<file path="src/rtl/insector_sched.sv">
`default_nettype none
// ============================================================================
// Module   : insector_sched
// Purpose  : Round-robin scheduler sharing one tri_insector among NREQ ray
//            requesters; optional WAIT watchdog via INSECTOR_SCHED_TIMEOUT_EN.
// Revision : 1.0 - initial release
// ============================================================================
module insector_sched #(
    parameter int unsigned NREQ           = 4,
    parameter int unsigned TIMEOUT_CYCLES = 1048576
) (
    input  logic                clk,
    input  logic                reset,
    input  logic [NREQ-1:0]     req_valid,
    output logic [NREQ-1:0]     req_ready,
    input  logic [NREQ*192-1:0] req_ray,
    input  logic [NREQ*32-1:0]  req_baseaddr,
    input  logic [NREQ*32-1:0]  req_tri_cnt,
    output logic [NREQ-1:0]     resp_valid,
    output logic                resp_hit,
    output logic [31:0]         resp_t,
    output logic [31:0]         resp_tri_index,
    output logic                resp_timeout,
    output logic                busy,
    output logic                ins_ivalid,
    output logic [31:0]         ins_baseaddr,
    output logic [191:0]        ins_ray,
    output logic [31:0]         ins_tri_cnt,
    output logic                ins_abort,
    input  logic                ins_hit,
    input  logic [31:0]         ins_t,
    input  logic [31:0]         ins_tri_index,
    input  logic                ins_finish
);

    localparam int                 c_PTR_W   = $clog2(NREQ);
    localparam logic [c_PTR_W:0]   c_NREQ    = (c_PTR_W+1)'(NREQ);
    localparam logic [c_PTR_W-1:0] c_PTR_RST = c_PTR_W'(NREQ - 1);
    localparam logic [31:0]        c_T_MISS  = 32'h7FFF_FFFF;

    localparam logic [1:0] c_ST_IDLE   = 2'd0;
    localparam logic [1:0] c_ST_LAUNCH = 2'd1;
    localparam logic [1:0] c_ST_WAIT   = 2'd2;
    localparam logic [1:0] c_ST_RESP   = 2'd3;

    logic [1:0]         r_state;
    logic [1:0]         w_state_nxt;
    logic [c_PTR_W-1:0] r_ptr;
    logic [c_PTR_W-1:0] r_gnt;
    logic [c_PTR_W-1:0] w_sel;
    logic [c_PTR_W:0]   w_cand;
    logic               w_found;
    logic [NREQ-1:0]    w_sel_oh;
    logic [NREQ-1:0]    w_gnt_oh;
    logic [191:0]       w_sel_ray;
    logic [31:0]        w_sel_base;
    logic [31:0]        w_sel_cnt;
    logic               w_wd_expired;

    logic [191:0]       r_ins_ray;
    logic [31:0]        r_ins_baseaddr;
    logic [31:0]        r_ins_tri_cnt;
    logic               r_resp_hit;
    logic [31:0]        r_resp_t;
    logic [31:0]        r_resp_tri_index;
    logic               r_resp_timeout;

    // First valid requester at or after ptr+1, wrapping modulo NREQ.
    always_comb begin
        w_found = 1'b0;
        w_sel   = r_ptr;
        w_cand  = '0;
        for (int i = 1; i <= int'(NREQ); i++) begin
            w_cand = {1'b0, r_ptr} + (c_PTR_W+1)'(i);
            if (w_cand >= c_NREQ) begin
                w_cand = w_cand - c_NREQ;
            end
            if (!w_found && req_valid[w_cand[c_PTR_W-1:0]]) begin
                w_found = 1'b1;
                w_sel   = w_cand[c_PTR_W-1:0];
            end
        end
    end

    assign w_sel_oh   = {{(NREQ-1){1'b0}}, 1'b1} << w_sel;
    assign w_gnt_oh   = {{(NREQ-1){1'b0}}, 1'b1} << r_gnt;
    assign w_sel_ray  = req_ray[int'(w_sel)*192 +: 192];
    assign w_sel_base = req_baseaddr[int'(w_sel)*32 +: 32];
    assign w_sel_cnt  = req_tri_cnt[int'(w_sel)*32 +: 32];

`ifdef INSECTOR_SCHED_TIMEOUT_EN
    logic [31:0] r_wd_cnt;

    always_ff @(posedge clk or posedge reset) begin
        if (reset) begin
            r_wd_cnt <= '0;
        end else if (r_state == c_ST_LAUNCH) begin
            r_wd_cnt <= '0;
        end else if (r_state == c_ST_WAIT) begin
            r_wd_cnt <= r_wd_cnt + 32'd1;
        end
    end

    // A finishing insector always wins over an expiring watchdog.
    assign w_wd_expired = (r_state == c_ST_WAIT) && !ins_finish &&
                          (r_wd_cnt >= TIMEOUT_CYCLES);
`else
    logic [31:0] w_unused_timeout_cycles;
    assign w_unused_timeout_cycles = TIMEOUT_CYCLES;
    assign w_wd_expired            = 1'b0;
`endif

    always_ff @(posedge clk or posedge reset) begin
        if (reset) begin
            r_state <= c_ST_IDLE;
        end else begin
            r_state <= w_state_nxt;
        end
    end

    always_comb begin
        w_state_nxt = r_state;
        case (r_state)
            c_ST_IDLE: begin
                if (w_found) begin
                    // Zero-length batches bypass the insector entirely.
                    w_state_nxt = (w_sel_cnt == 32'd0) ? c_ST_RESP : c_ST_LAUNCH;
                end
            end
            c_ST_LAUNCH: w_state_nxt = c_ST_WAIT;
            c_ST_WAIT: begin
                if (ins_finish || w_wd_expired) begin
                    w_state_nxt = c_ST_RESP;
                end
            end
            c_ST_RESP:   w_state_nxt = c_ST_IDLE;
            default:     w_state_nxt = c_ST_IDLE;
        endcase
    end

    always_comb begin
        req_ready  = '0;
        resp_valid = '0;
        ins_ivalid = 1'b0;
        busy       = 1'b1;
        ins_abort  = w_wd_expired;
        case (r_state)
            c_ST_IDLE: begin
                busy = 1'b0;
                if (w_found && !reset) begin
                    req_ready = w_sel_oh;
                end
            end
            c_ST_LAUNCH: ins_ivalid = 1'b1;
            c_ST_RESP:   resp_valid = w_gnt_oh;
            default:     ;
        endcase
    end

    always_ff @(posedge clk or posedge reset) begin
        if (reset) begin
            r_ptr            <= c_PTR_RST;
            r_gnt            <= '0;
            r_ins_ray        <= '0;
            r_ins_baseaddr   <= '0;
            r_ins_tri_cnt    <= '0;
            r_resp_hit       <= 1'b0;
            r_resp_t         <= '0;
            r_resp_tri_index <= '0;
            r_resp_timeout   <= 1'b0;
        end else begin
            case (r_state)
                c_ST_IDLE: begin
                    if (w_found) begin
                        r_gnt          <= w_sel;
                        r_ins_ray      <= w_sel_ray;
                        r_ins_baseaddr <= w_sel_base;
                        r_ins_tri_cnt  <= w_sel_cnt;
                        if (w_sel_cnt == 32'd0) begin
                            r_resp_hit       <= 1'b0;
                            r_resp_t         <= c_T_MISS;
                            r_resp_tri_index <= '0;
                            r_resp_timeout   <= 1'b0;
                        end
                    end
                end
                c_ST_WAIT: begin
                    if (ins_finish) begin
                        r_resp_hit       <= ins_hit;
                        r_resp_t         <= ins_t;
                        r_resp_tri_index <= ins_tri_index;
                        r_resp_timeout   <= 1'b0;
                    end else if (w_wd_expired) begin
                        r_resp_hit       <= 1'b0;
                        r_resp_t         <= c_T_MISS;
                        r_resp_tri_index <= '0;
                        r_resp_timeout   <= 1'b1;
                    end
                end
                c_ST_RESP: r_ptr <= r_gnt;
                default:   ;
            endcase
        end
    end

    assign ins_ray        = r_ins_ray;
    assign ins_baseaddr   = r_ins_baseaddr;
    assign ins_tri_cnt    = r_ins_tri_cnt;
    assign resp_hit       = r_resp_hit;
    assign resp_t         = r_resp_t;
    assign resp_tri_index = r_resp_tri_index;
    assign resp_timeout   = r_resp_timeout;

endmodule
`default_nettype wire

</file>
<file path="config.mk">
export PLATFORM = sky130hd
export DESIGN_NAME = insector_sched
export DESIGN_NICKNAME = d
export VERILOG_FILES = /design/src/rtl/insector_sched.sv
export SDC_FILE = /design/constraint.sdc
export NUM_CORES = 1
export LEC_CHECK = 0
export CAP_MARGIN = 20
export CORE_AREA = 3 3 563 565
export DETAILED_ROUTE_END_ITERATION = 10
export DIE_AREA = 0 0 566 568
export SYNTH_ARGS = -nofsm -noshare
export SYNTH_HDL_FRONTEND = slang
export SYNTH_SLANG_ARGS = --single-unit
</file>
<file path="constraint.sdc">
create_clock -name clk -period 29.7 [get_ports clk]
set_input_delay 4.455 -clock clk [delete_from_list [all_inputs] [get_ports clk]]
set_output_delay 4.455 -clock clk [all_outputs]
set_load 0.02 [all_outputs]
</file>
# After elaboration in Yosys (flattened, before gate mapping)
# Index checks and enable logic that the tools add are counted.
# op_classes
multipliers	1
n_lt_le_gt_ge	8
n_reduce_logical	14
eq_ne	6
n_shift	5
addsub	8
mux	43
# ops
op	count
variable part select 768 x 11 -> 192 bit	1
variable part select 128 x 8 -> 32 bit	2
two-way mux 32 bit	6
one-hot mux 32 bit (2 select lines)	2
logical NOT 32 bit	1
two-way mux 2 bit	11
two-way mux 1 bit	14
>= comparator 3 bit, second input constant	4
< comparator 2 x 3 -> 1 bit, second input constant	4
two-way mux 4 bit	3
binary-select mux 1 bit (select 2 bit)	4
one-hot mux 2 bit (4 select lines)	1
<< shifter 1 x 2 -> 4 bit, first input constant	2
subtractor 2 x 1 -> 2 bit, second input constant	4
adder 2 x 2 -> 3 bit, second input constant	2
inequality test 2 bit, second input constant	3
equality test 2 bit, second input constant	2
logical AND 1 bit	4
logical NOT 1 bit	4
multiplier 2 x 2 -> 4 bit, second input constant	1
one-hot mux 1 bit (2 select lines)	2
AND reduction 2 bit	2
AND reduction 4 bit	1
adder 2 x 1 -> 3 bit, second input constant	1
4 further kinds	4
# word_totals
out_inout_bits	333
ff_bits	328

# Longest topological paths before layout
# Gate-level depths: netlist (run 1).
# logic_depth
word_depth	20
depth_mapped	13
depth_no_buf	9

# Worst setup path after synthesis (run 1)
# No wires, ideal clock.
# synth_path
kind	input -> output
startpoint	in req_valid[0]
endpoint	out req_ready[1]
slack_ns	18.639
path_buffers	5
path_stages	9
required_time_ns	25.245
t_arrival_ns	6.606
cell_sequence	nand2b_1 > a21oi_1 > nor3_4 > buf_4 > buf_2 > clkbuf_1 > buf_2 > buf_2 > nor4_1
# synth_between
elab_chain_len	15
word_cells_on_any_way	26
cone_classes	shift: 1; mux: 18; reduce/logical: 7
# synth_lines
item	line	source
start, declared	14	input logic [NREQ-1:0] req_valid,
binary-select mux 1 bit (select 2 bit)	78	if (!w_found && req_valid[w_cand[c_PTR_W-1:0]]) begin
two-way mux 1 bit (implied by the code)	78	
two-way mux 1 bit	78	
logical NOT 1 bit	78	
logical AND 1 bit	78	
two-way mux 1 bit	78	
logical NOT 1 bit	78	
logical AND 1 bit	78	
two-way mux 1 bit	78	
logical NOT 1 bit	78	
logical AND 1 bit	78	
two-way mux 2 bit or two-way mux 1 bit (tied branches)	78	
<< shifter 1 x 2 -> 4 bit or logical AND 1 bit (tied branches)	85, 150	
two-way mux 4 bit (*)	150	if (w_found && !reset) begin
two-way mux 4 bit (*)	147	case (r_state)
end, declared	15	output logic [NREQ-1:0] req_ready,
# Every way passes the cells marked *; elsewhere a longest branch is shown, timed or not. The select of a mux whose other input is x is not followed.

# Worst setup path after layout (run 1)
# layout_path
startpoint	in req_valid[3]
endpoint	out req_ready[3]
# Same word-level chain as after synthesis.

==> run_results.csv, run 1 <==
group,metric,value,unit
run_status,outcome,"completed",
setup_path,arrival,7.64,ns
setup_path,critPathMaxFanout,54,
synthesis,yosys_warnings,0,
grt,overflow,0,
pwr,power_density,96.7,nW/um^2
pwr,vdd_drop_max,0.0000545,V
clocking,cts_max_level,2,
setup_path,cp-end-kind,"output port",
placed_design,dp_hpwl,231,mm
synthesis,synth.avg_cell_area,12.9,um^2
synthesis,synth.distinct_cells,48,
detailed_routing,drtPass1Iterations,6,
synthesis,post_synth_fa_ha_maj_area_fraction,0.243,%
synthesis,synth.cell_area,20600,um^2
grt,first_global_vias,22715,
sta,unrepaired_setup_endpoints_after_global_routing,"false",
synthesis,synth_top_family_by_area,"multiplexers",
min_path,worst_hold_startpoint,"ins_tri_cnt[31]",
synthesis,postSynth.asyncResetShare,100,%
grt,grt_pass1_wl,314,mm
floorplan,die_outline_area,321000,um^2
grt,globalRouteTotalUtil,15.6,%
synthesis,postSynth.topFlopCell,"sky130_fd_sc_hd__dfrtp_1",
cells_and_area,most-common-layout-cells,"1425 x sky130_fd_sc_hd__clkdlybuf4s50_1, 325 x sky130_fd_sc_hd__dfrtp_1, 237 x sky130_fd_sc_hd__mux2_2",
sta,period_share,40.7,%
synthesis,synth_compound_gate_area_share,9.34,%
clocking,cts-buffers-inserted,52,
sta,max_freq,0.0827,GHz
floorplan,fp.dieH,568,um
floorplan,rows,205,
clocking,cts.clk_slew.worst_paths,0.06,ns
pwr,total_leakage_power,14.6,nW
min_path,hold_path_class,"reg2reg",
sta,finalSetupViolations,0,
floorplan,num_io_pins,1429,
synthesis,seq_area_frac_synth,39.7,%
placed_design,routability_cong,0.939,
setup_path,reg_to_reg_critical_path_startpoint,"r_ptr[1]",
clocking,postCtsResizedCells,0,
synthesis,yosys.area_share.xor_xnor,0,%
floorplan,starting_density_of_the_core,6.61,%
grt,grt_max_degree,87,
job,max_cap_viol_count,0,
sta,final_slew_violations,0,
cells_and_area,layout_commonest_cell,"sky130_fd_sc_hd__clkdlybuf4s50_1",
placed_design,dp_slack,17.53,ns
sta,tightestPinTransition,0.998,ns
detailed_routing,detailroute.via_count,23142,
cells_and_area,finish.net_count,4057,
cells_and_area,fill_cells,35238,
sta,slew_headroom,33.4,%
synthesis,number_of_flops_mapped_to_enable_cells_by_yosys,0,
clocking,cts_setup_buffers,0,
setup_path,cp-start-kind,"primary input",
clocking,cts-root-buf,"sky130_fd_sc_hd__clkbuf_16",
sta,totalNegativeSetupSlack,0,ns
grt,antenna_found_initial,319,
detailed_routing,drt_drc_violations_left,0,
cells_and_area,drive_above_1_share,20.1,%
setup_path,setup.worst_path.class,"in2out",
synthesis,flip_flop_and_latch_count_after_synthesis,327,
sta,fin_worst_skew,0.0498,ns
sta,finalHoldViolCount,0,
cells_and_area,seqCellArea,8190,um^2
setup_path,required_time_at_the_endpoint_of_the_critical_path,25.24,ns
synthesis,muxShareOfSynthArea,38.6,%
floorplan,fp.coreArea,312000,um^2
cells_and_area,area_growth_syn_to_layout,102,%
synthesis,syn_inst,1599,
detailed_routing,initialDrtViolationCount,1904,
min_path,hold_path_depth,2,
setup_path,reg2reg_path_depth,13,
clocking,tritoncts,"yes",
sta,timing.final.ws_setup,17.61,ns
clocking,clkLatencyLatePin,0.72,ns
clocking,clk_path_buf_depth,3,
synthesis,post_synth_and_or_nand_nor_area_fraction,8.68,%
detailed_routing,detail_route.wirelength,261,mm
detailed_routing,wire_per_inst,36.3,um
cells_and_area,combined_area_of_the_multi_input_logic_cells,11800,um^2
setup_path,startpoint,"req_valid[3]",
detailed_routing,detail-route-antenna-nets,0,
clocking,cts.sink_count,327,
sta,final.min_clock_period,12.09,ns
floorplan,chipWidth,566,um
clocking,holdBufCountCts,0,
detailed_routing,vias_per_cell,3.22,
placed_design,place.port_buffers,1426,
==> where the power goes <==
group          switching [mW]  leakage (nW)  internal [mW]  total, mW
registers               0.177          3.82          0.679      0.856
logic                    1.36          9.94           1.15       2.50
clock network           0.280         0.840          0.388      0.668
total                    1.81          14.6           2.21       4.03
==> area by class of cell <==
cell class                 instances  area share [%]
timing repair buffer            1462            35.0
multi-input combinational       1106            28.3
sequential                       327            19.7
tap                             4140            12.4
clock buffer                      78            3.68
clock inverter                    16           0.502
antenna                           59           0.355
inverter                           8          0.0902
==> routing by layer <==
layer | wire (um) | GRT usage (%) | share of wire [%]
met1 | 100000 | 18.0 | 38
met2 | 132000 | 28.4 | 50
met3 | 20800 | 4.46 | 8.0
met4 | 7960 | 3.41 | 3.0
met5 | 367 | 0 | 0.14
==> cells by family (layout without fill, tap and decap cells) <==
kind of cell               count (synthesis)  in the layout
other                                      1             61
muxes                                    476            476
and+or+nand+nor                          336            336
DFF                                      327            327
buffers and inverters                    167           1564
AOI/OAI and AO/OA                        288            288
adders and majority gates                  4              4
==> final timing paths <==
check                                           to  slack [ns]
worst min register to register     ins_tri_cnt[31]        0.49
max in group asynchronous              ins_ray[51]       22.99
worst max-delay path                  req_ready[3]       17.61
worst min-delay path               ins_tri_cnt[31]        0.49
min in group asynchronous       resp_tri_index[27]        4.57
worst max register to register  resp_tri_index[31]       23.80
==> worst max-delay path, stage by stage <==
cell and delay (ns):
sky130_fd_sc_hd__clkdlybuf4s50_1 0.48, sky130_fd_sc_hd__nor4_1 0.63, sky130_fd_sc_hd__nand2b_4 0.64, sky130_fd_sc_hd__buf_4 0.66
sky130_fd_sc_hd__nor4_1 0.14, sky130_fd_sc_hd__clkdlybuf4s50_1 0.59
==> stage by stage <==
stage | hold slack [ns] | total power [mW] | utilization [%] | std cells | instance area [um^2]
floorplan | 0.500 | 2.11 | - | 1600 | 20600
global placement | 0.479 | 3.38 | 12.7 | 7043 | 39700
detailed placement | 0.482 | 3.40 | 12.7 | 7043 | 39700
CTS | 0.499 | 4.12 | 13.3 | 7137 | 41500
global route | 0.515 | 4.23 | 13.3 | 7160 | 41500
finish | 0.489 | 4.03 | 13.3 | 7196 | 41600
==> cells in the mapped netlist (7+ instances only) <==
cell type                  number  share of area, %
sky130_fd_sc_hd__nand2_1       73               1.3
sky130_fd_sc_hd__nor2_1        72               1.3
sky130_fd_sc_hd__o211a_1       30               1.5
sky130_fd_sc_hd__a211oi_1      19              0.69
sky130_fd_sc_hd__and3b_1       31               1.3
sky130_fd_sc_hd__buf_4         11              0.40
sky130_fd_sc_hd__nor4_1         7              0.21
sky130_fd_sc_hd__o21ai_0      123               3.0
sky130_fd_sc_hd__mux2i_1        7              0.34
sky130_fd_sc_hd__and3_1        50               1.5
sky130_fd_sc_hd__a221o_1       31               1.5
sky130_fd_sc_hd__o31ai_1        9              0.33
sky130_fd_sc_hd__dfrtp_1      325                39
sky130_fd_sc_hd__buf_2         32              0.78
sky130_fd_sc_hd__nand3_1       44               1.1
sky130_fd_sc_hd__a21oi_1       38              0.92
sky130_fd_sc_hd__nor2b_1       35               1.1
sky130_fd_sc_hd__clkbuf_1     115               2.1
sky130_fd_sc_hd__a22oi_1        9              0.33
sky130_fd_sc_hd__mux2_2       237                13
sky130_fd_sc_hd__inv_1          8              0.15
sky130_fd_sc_hd__mux4_2       232                25
==> registers in the layout (all words and copies together), names as in the netlist <==
register / flops
resp_hit: 1
r_state: 2
ins_ray: 192
ins_tri_cnt: 32
r_ptr: 2
resp_tri_index: 32
r_gnt: 2
resp_t: 32
ins_baseaddr: 32
Power figures use the tool's default switching activity.
==> run 2, diff against run 1 <==
- CORE_AREA: 3 3 563 565 -> 3 3 560 562
- DIE_AREA: 0 0 566 568 -> 0 0 563 565
- clock period: 29.7 -> 11.1 ns (I/O delays scaled with it)
==> run_results.csv, run 2 (synthesis gave the netlist of run 1 again) <==
group,metric,value,unit
placed_design,routability_cong,1.00,
sta,max_freq,0.143,GHz
placed_design,place.port_buffers,1426,
cells_and_area,most-common-layout-cells,"1424 x sky130_fd_sc_hd__clkdlybuf4s50_1, 325 x sky130_fd_sc_hd__dfrtp_1, 237 x sky130_fd_sc_hd__mux2_2",
sta,final.min_clock_period,7.01,ns
setup_path,setup.worst_path.class,"in2out",
sta,totalNegativeSetupSlack,0,ns
sta,period_share,63.1,%
detailed_routing,initialDrtViolationCount,1906,
clocking,cts_setup_buffers,0,
sta,fin_worst_skew,0.0490,ns
pwr,total_leakage_power,14.7,nW
clocking,cts-root-buf,"sky130_fd_sc_hd__clkbuf_16",
clocking,postCtsResizedCells,0,
floorplan,die_outline_area,318000,um^2
detailed_routing,wire_per_inst,34.0,um
clocking,cts-buffers-inserted,50,
setup_path,cp-end-kind,"output port",
grt,globalRouteTotalUtil,14.7,%
cells_and_area,layout_commonest_cell,"sky130_fd_sc_hd__clkdlybuf4s50_1",
run_status,outcome,"completed",
job,max_cap_viol_count,0,
clocking,cts.sink_count,327,
floorplan,starting_density_of_the_core,6.68,%
setup_path,cp-start-kind,"primary input",
detailed_routing,detail_route.wirelength,245,mm
floorplan,rows,204,
sta,final_slew_violations,0,
grt,grt_pass1_wl,294,mm
sta,finalHoldViolCount,0,
cells_and_area,drive_above_1_share,20.5,%
floorplan,fp.coreArea,309000,um^2
detailed_routing,drtPass1Iterations,7,
setup_path,critical_path.max_stage_delay,0.80,ns
clocking,cts_max_level,2,
clocking,holdBufCountCts,0,
sta,unrepaired_setup_endpoints_after_global_routing,"false",
detailed_routing,drt_drc_violations_left,0,
setup_path,critPathMaxFanout,27,
detailed_routing,detail-route-antenna-nets,0,
setup_path,critical_path.slowest_cell,"sky130_fd_sc_hd__clkdlybuf4s50_1",
setup_path,crit_family,"buffers and inverters",
grt,overflow,0,
clocking,cts.clk_slew.worst_paths,0.05,ns
sta,tightestPinTransition,1.17,ns
cells_and_area,max_ffs_per_register,192,
grt,first_global_vias,22990,
clocking,clk_path_buf_depth,3,
placed_design,dp.cells,7024,
setup_path,required_time_at_the_endpoint_of_the_critical_path,9.44,ns
floorplan,num_io_pins,1429,
detailed_routing,detailroute.via_count,23333,
setup_path,critical_path.n_buffers_inverters,3,
pwr,power_density,258,nW/um^2
floorplan,fp.dieH,565,um
cells_and_area,layoutNonFillerInstCount,7185,
min_path,hold_path_class,"reg2reg",
pwr,vdd_drop_max,0.000125,V
clocking,tritoncts,"yes",
floorplan,chipWidth,563,um
placed_design,dp_hpwl,216,mm
cells_and_area,area_growth_syn_to_layout,103,%
sta,finalSetupViolations,0,
detailed_routing,vias_per_cell,3.25,
sta,slew_headroom,22.0,%
grt,antenna_found_initial,308,
grt,grt_max_degree,121,
clocking,clkLatencyLatePin,0.73,ns
setup_path,arrival,5.34,ns
cells_and_area,finish.net_count,4057,
setup_path,path_cells,"clkdlybuf4s50_1 > nand2_1 > a21oi_2 > buf_4 > nand2_1 > nor4_1 > clkdlybuf4s50_1",
## run 2: worst paths after layout
path	depth (start not counted)	end	slack [ns]	startpoint
setup / recovery	7	req_ready[3]	4.09	req_valid[3]
hold / removal	2	ins_tri_cnt[21]	0.49	ins_tri_cnt[21]
setup reg to reg	13	resp_tri_index[31]	5.67	r_ptr[1]
hold reg to reg	2	ins_tri_cnt[21]	0.49	ins_tri_cnt[21]
max in group asynchronous	3	ins_ray[139]	7.72	reset
min in group asynchronous	2	ins_ray[10]	1.75	reset
## run 2: worst register-to-register path: stages (launching register included)
cell                       delay (ns)
sky130_fd_sc_hd__dfstp_2         0.66
sky130_fd_sc_hd__nand2_1         0.17
sky130_fd_sc_hd__a21oi_2         0.65
sky130_fd_sc_hd__buf_4           0.43
sky130_fd_sc_hd__nand2_1         0.27
sky130_fd_sc_hd__buf_4           0.32
sky130_fd_sc_hd__a211oi_1        0.40
sky130_fd_sc_hd__o22a_1          0.24
sky130_fd_sc_hd__nand4_1         0.15
sky130_fd_sc_hd__nor4_4          0.27
sky130_fd_sc_hd__buf_4           0.77
sky130_fd_sc_hd__nand2b_1        0.35
sky130_fd_sc_hd__buf_4           0.39
sky130_fd_sc_hd__o221ai_1        0.22
## run 2: per-stage QoR
| step | util, % | hold slack, ns | setup slack, ns | total power [mW] | instance area [um^2] |
|---|---|---|---|---|---|
| 3_5_place_dp | 12.9 | 0.475 | 3.80 | 9.02 | 39800 |
| 3_3_place_gp | 12.9 | 0.475 | 3.27 | 8.95 | 39700 |
| 2_1_floorplan | - | 0.500 | 0.384 | 5.65 | 20600 |
| 6_report | 13.5 | 0.490 | 4.09 | 10.8 | 41800 |
| 4_1_cts | 13.5 | 0.489 | 4.20 | 11.0 | 41600 |
| 5_1_grt | 13.5 | 0.518 | 4.12 | 11.3 | 41700 |
## run 2: final cells by class
| class | instances | area (um^2) |
|---|---|---|
| diodes | 66 | 165 |
| clock buffers | 67 | 1450 |
| fillers | 34739 | 267000 |
| flip-flops and latches | 327 | 8190 |
| clock inverters | 27 | 397 |
| well taps | 4120 | 5150 |
| multi-input cells | 1106 | 11800 |
| repair buffers | 1464 | 14600 |
| inverters | 8 | 37.5 |
## run 2: report_power, final
group | leakage [nW] | internal [mW] | switching, mW
Sequential | 3.82 | 1.82 | 0.503
Combinational | 9.98 | 3.09 | 3.53
Clock | 0.896 | 1.11 | 0.750
Total | 14.7 | 6.01 | 4.78
## run 2: per-layer routing
metal	up-vias	part of all wire, %	GRT usage [%]
li1	9076	-	-
met3	506	9.3	5.31
met2	1790	47	24.3
met4	82	3.6	5.00
met5	-	0.23	0
met1	11879	40	17.5
